===== src/rtl/lamp_sequence_monitor.sv =====
// lamp_sequence_monitor: passive checker of one-hot lamp encoding, RED->GREEN->YELLOW order and dwell.
module lamp_sequence_monitor #(
    parameter int MIN_DWELL = 1,
    parameter int MAX_DWELL = 1,
    parameter int DWELL_W   = 4,
    parameter int CNT_W     = 8
) (
    input  logic             clk,
    input  logic             rst,
    input  logic             en,
    input  logic             clr_err,
    input  logic [2:0]       light,
    output logic             locked,
    output logic [1:0]       cur_color,
    output logic             err_onehot,
    output logic             err_order,
    output logic             err_dwell,
    output logic             err_sticky,
    output logic [CNT_W-1:0] cycle_count
);
    typedef enum logic {UNLOCKED, LOCKED} state_t;
    state_t state_q, state_d;
    logic [1:0] cur_color_q, cur_color_d, color;
    logic [DWELL_W-1:0] dwell_q, dwell_d;
    logic [CNT_W-1:0] cycle_count_q, cycle_count_d;
    logic err_onehot_q, err_onehot_d, err_order_q, err_order_d;
    logic err_dwell_q, err_dwell_d, err_sticky_q, err_sticky_d;
    logic legal;
    always_comb begin
        color = light === 3'b001 ? 2'd1 : light === 3'b010 ? 2'd2 : light === 3'b100 ? 2'd3 : 2'd0;
        legal = color == (cur_color_q == 2'd3 ? 2'd1 : cur_color_q + 2'd1);
        state_d = state_q;
        cur_color_d = cur_color_q;
        dwell_d = dwell_q;
        cycle_count_d = cycle_count_q;
        err_onehot_d = 1'b0;
        err_order_d = 1'b0;
        err_dwell_d = 1'b0;
        if (!en) begin
            state_d = UNLOCKED;
            cur_color_d = 2'd0;
            dwell_d = '0;
        end else if (state_q == UNLOCKED) begin
            if (color != 2'd0) begin
                state_d = LOCKED;
                cur_color_d = color;
                dwell_d = DWELL_W'(1);
            end
        end else if (color == 2'd0) begin
            err_onehot_d = 1'b1;
            state_d = UNLOCKED;
            cur_color_d = 2'd0;
            dwell_d = '0;
        end else if (color == cur_color_q) begin
            dwell_d = &dwell_q ? dwell_q : dwell_q + DWELL_W'(1);
            err_dwell_d = dwell_q == DWELL_W'(MAX_DWELL);
        end else begin
            // illegal jumps resync onto the observed colour without touching the cycle count
            err_order_d = !legal;
            err_dwell_d = legal && dwell_q < DWELL_W'(MIN_DWELL);
            if (legal && cur_color_q == 2'd3 && !(&cycle_count_q))
                cycle_count_d = cycle_count_q + CNT_W'(1);
            cur_color_d = color;
            dwell_d = DWELL_W'(1);
        end
        err_sticky_d = err_onehot_d | err_order_d | err_dwell_d | (err_sticky_q & ~clr_err);
    end
    always_ff @(posedge clk) begin
        if (rst) begin
            state_q <= UNLOCKED;
            cur_color_q <= 2'd0;
            dwell_q <= '0;
            cycle_count_q <= '0;
            err_onehot_q <= 1'b0;
            err_order_q <= 1'b0;
            err_dwell_q <= 1'b0;
            err_sticky_q <= 1'b0;
        end else begin
            state_q <= state_d;
            cur_color_q <= cur_color_d;
            dwell_q <= dwell_d;
            cycle_count_q <= cycle_count_d;
            err_onehot_q <= err_onehot_d;
            err_order_q <= err_order_d;
            err_dwell_q <= err_dwell_d;
            err_sticky_q <= err_sticky_d;
        end
    end
    assign locked = state_q == LOCKED;
    assign cur_color = cur_color_q;
    assign err_onehot = err_onehot_q;
    assign err_order = err_order_q;
    assign err_dwell = err_dwell_q;
    assign err_sticky = err_sticky_q;
    assign cycle_count = cycle_count_q;
endmodule


===== config.mk =====
export PLATFORM = sky130hd
export DESIGN_NAME = lamp_sequence_monitor
export DESIGN_NICKNAME = d
export VERILOG_FILES = /design/src/rtl/lamp_sequence_monitor.sv
export SDC_FILE = /design/constraint.sdc
export NUM_CORES = 1
export LEC_CHECK = 0
export ABC_CLOCK_PERIOD_IN_PS = 4100
export BUFFER_PORTS_ARGS = -buffer_cell sky130_fd_sc_hd__buf_4
export CORE_MARGIN = 2
export CORE_UTILIZATION = 45
export DETAILED_ROUTE_END_ITERATION = 10
export PLACE_DENSITY = 0.66
export RECOVER_POWER = 50
export SYNTH_ARGS = -nofsm -noshare
export SYNTH_HDL_FRONTEND = slang
export SYNTH_SLANG_ARGS = --single-unit

===== constraint.sdc =====
create_clock -name clk -period 4.1 [get_ports clk]
set_input_delay 0 -clock clk [delete_from_list [all_inputs] [get_ports clk]]
set_output_delay 0 -clock clk [all_outputs]
set_load 0.1 [all_outputs]

==> metrics <==
most area-consuming cells after synthesis=dfxtp_1, ha_1, mux2_1, a21oi_1, nor2b_1; largest net degree at the start of global routing=20; Final Critical Period=2.684 ns; wirelength, routed=about 2900 um; via count of the first global-routing pass=roughly 1.0k; Iteration-0 DRC Markers=44; Final Setup Violations=0; Fin Setup TNS=0 ns; max-cap violation count=0; worst-case reg-to-reg path depth=7; Post-Synthesis Net Count=between 150 and 200; initial standard-cell utilization of the core=0.4809; count of final hold-check violations=0; flops & latches, synth=19; DRC errors left=0; final standard cell count with taps included and fillers excluded=202; measured slew at the worst slew-check pin=roughly 1.2 ns; headroom to the max-slew limit=0.2187; Unique masters post-synth=50; outcome=finished clean; # fillers=275; Overall Global Routing Usage=0.1848; synth-to-layout area growth=11.32%; clock skew=0.003474 ns; TritonCTS clock tree=built; CP startpoint=cur_color[1]; min-delay worst type=input pin to flip-flop; worst endpoint data arrival time=2.88 ns; static leakage=0.5263 nW; source-to-sink clock delay at the later pin of the worst-skew pair=0.30 ns; CTS Root Buffer Type=clkbuf_4; WL/cell=14.42 um; half-perimeter wire length after placement=around 2100 um; via-per-instance ratio=5.906; wire length of the first global-routing pass=4878 um; proportion of synthesized flip-flops having asynchronous set or reset=0; antenna fix cells=0; Layout Cell Area excl Fill=1489 um^2; Clock Pin Slew Worst Setup and Hold Paths=0.11 ns; Req. time, crit path=4.30 ns; final core utilization=0.5353; Crit Path Class=flip-flop to flip-flop; power per cell area=242.3 nW/um^2; Critical Path Sink=cycle_count[4]; number of I/O pins=22; H-tree levels=1; combined area of all synthesized cells=1338 um^2; maximum clock rate=372.5 MHz; # rows=19; EDFF count, synth=0; Core Region=between 2000 and 3000 um^2; reg-to-reg slack, setup=1.42 ns; antenna viol nets, final=0; nature of the critical path startpoint=flip-flop; Clock Sink Count=19; input/output buffers=21; Max clock buf depth=2; count of final max-slew check failures=0; Placement Cell Area=1494 um^2; overall die height=58.52 um; primary flip-flop cell chosen by synthesis mapping=dfxtp_1; total via count in the routed design=1193; initial antenna violation count=0; Die Wd=58.52 um; Post-synth top cells=dfxtp_1, nor2_1, a21oi_1; kind of end point of the critical path=flip-flop; post_cts resized=0; crit-path max FO=11; Remaining Overflow, GRT=0; r2r startpoint=cur_color[1]; RSZ-0062 raised after global routing=false; number of warnings printed during yosys synthesis=0; number of placed cells counting well taps=196; worst-case vdd ir drop=approximately 0.00018 V; library cell occupying the most area in the post-synthesis netlist=dfxtp_1; fraction of the yosys area taken by sequential cells=0.2844; detailed-routing iteration count for the pre-antenna-repair pass=4; share of the cycle needed by the critical path after routing=0.6547; Final Power=0.3607 mW; area of combinational cells with multiple inputs=883.3 um^2; final estimated routing congestion in global placement=0.8359; terminus of the critical flop-to-flop path=cycle_count[4]; proportion of netlist area held by the largest area contributor=0.2844; most common cell in the netlist=dfxtp_1; layout cells sized above 1=0.1404; mean instance size in the synthesized netlist=8.917 um^2; storage element area=380.4 um^2; nets=185; clock buffers created by TritonCTS=3; total die area=3425 um^2; post-synthesis cell count=150
==> metrics by stage <==
step	setup WS [ns]	hold WS, ns
4_1_cts	1.437	0.06358
2_1_floorplan	0.9814	0.2344
6_report	1.416	0.07282
3_5_place_dp	1.444	0.3220
5_1_grt	1.234	0.09651
3_3_place_gp	1.529	0.3143
==> sequential cells by signal (all words and copies together), names as in the netlist <==
name	flops
cur_color	2
cycle_count	8
dwell_q	4
err_dwell	1
err_onehot	1
err_order	1
err_sticky	1
locked	1
==> repair_timing <==
item / in CTS / in global routing
hold buffers: 2 / 0
endpoints found under the hold margin: 2 / 0
setup buffers: 0 / 0
==> final cells by class <==
class | instances | share of cell area
repair buffers | 23 | 0.08403
clock inverters | 1 | 0.003361
inverters | 9 | 0.02269
flip-flops and latches | 19 | 0.2555
multi-input cells | 116 | 0.5933
clock buffers | 3 | 0.01513
well taps | 31 | 0.02605
==> worst min-delay path by stage <==
| stage | depth (start not counted) | startpoint | to | slack (ns) |
|---|---|---|---|---|
| 6_report | 4 | clr_err | err_sticky | 0.07 |
| 5_1_grt | 4 | clr_err | err_sticky | 0.1 |
| 4_1_cts | 4 | clr_err | err_sticky | 0.06 |
| 3_5_place_dp | 2 | rst | cycle_count[7] | 0.32 |
| 3_3_place_gp | 2 | rst | cycle_count[7] | 0.31 |
| 2_1_floorplan | 2 | en | locked | 0.23 |
==> worst max-delay path, cell delays in order, from the launching register on <==
cell and delay (ns):
dfxtp_1 0.58, inv_1 0.14, ha_1 0.34, or4b_4 0.56
a31oi_4 0.19, nor2_2 0.12, nor4_1 0.31, mux2_1 0.35
==> kinds of logic (layout without fill, tap and decap cells) <==
group	count (synthesis)	count (layout)	share of synthesized area
and+or+nand+nor	63	63	0.2881
AOI/OAI and AO/OA	36	36	0.2189
DFF	19	19	0.2844
buffers and inverters	15	36	0.05519
muxes	9	9	0.07670
adders and majority gates	7	7	0.06454
xor gates and xnor gates	1	1	0.01216
==> per-layer routing <==
metal	up-vias	global-route usage	wire length, um
met1	559	0.2733	1470
li1	606	-	-
met5	-	0	0
met4	0	0.07973	27
met2	26	0.2713	1299
met3	2	0.01758	114
==> cells in the final DEF, fill, tap and decap left out, types with 2 or more instances in the layout <==
cell type and instances:
a211oi_1 3, a21oi_1 10, nor3_1 3, and3_1 3
o2111ai_1 2, nand4bb_1 3, clkbuf_1 14, nor4_1 5
dfxtp_1 19, mux2i_1 2, nor3b_1 2, nor2b_1 7
nand2_1 6, nand3_1 6, ha_1 6, inv_1 9
buf_4 7, clkbuf_4 3, o21ai_0 4, or4_1 4
o211ai_1 2, dlygate4sd3_1 2, or3_1 2, nand2b_1 3
o21ai_1 2, mux2_1 6, nor2_1 11
==> report_power, final <==
| group | internal (mW) | switching (mW) |
|---|---|---|
| logic | 0.0244 | 0.0480 |
| registers | 0.187 | 0.00462 |
| clock network | 0.0363 | 0.0604 |
Power figures use the tool's default switching activity.
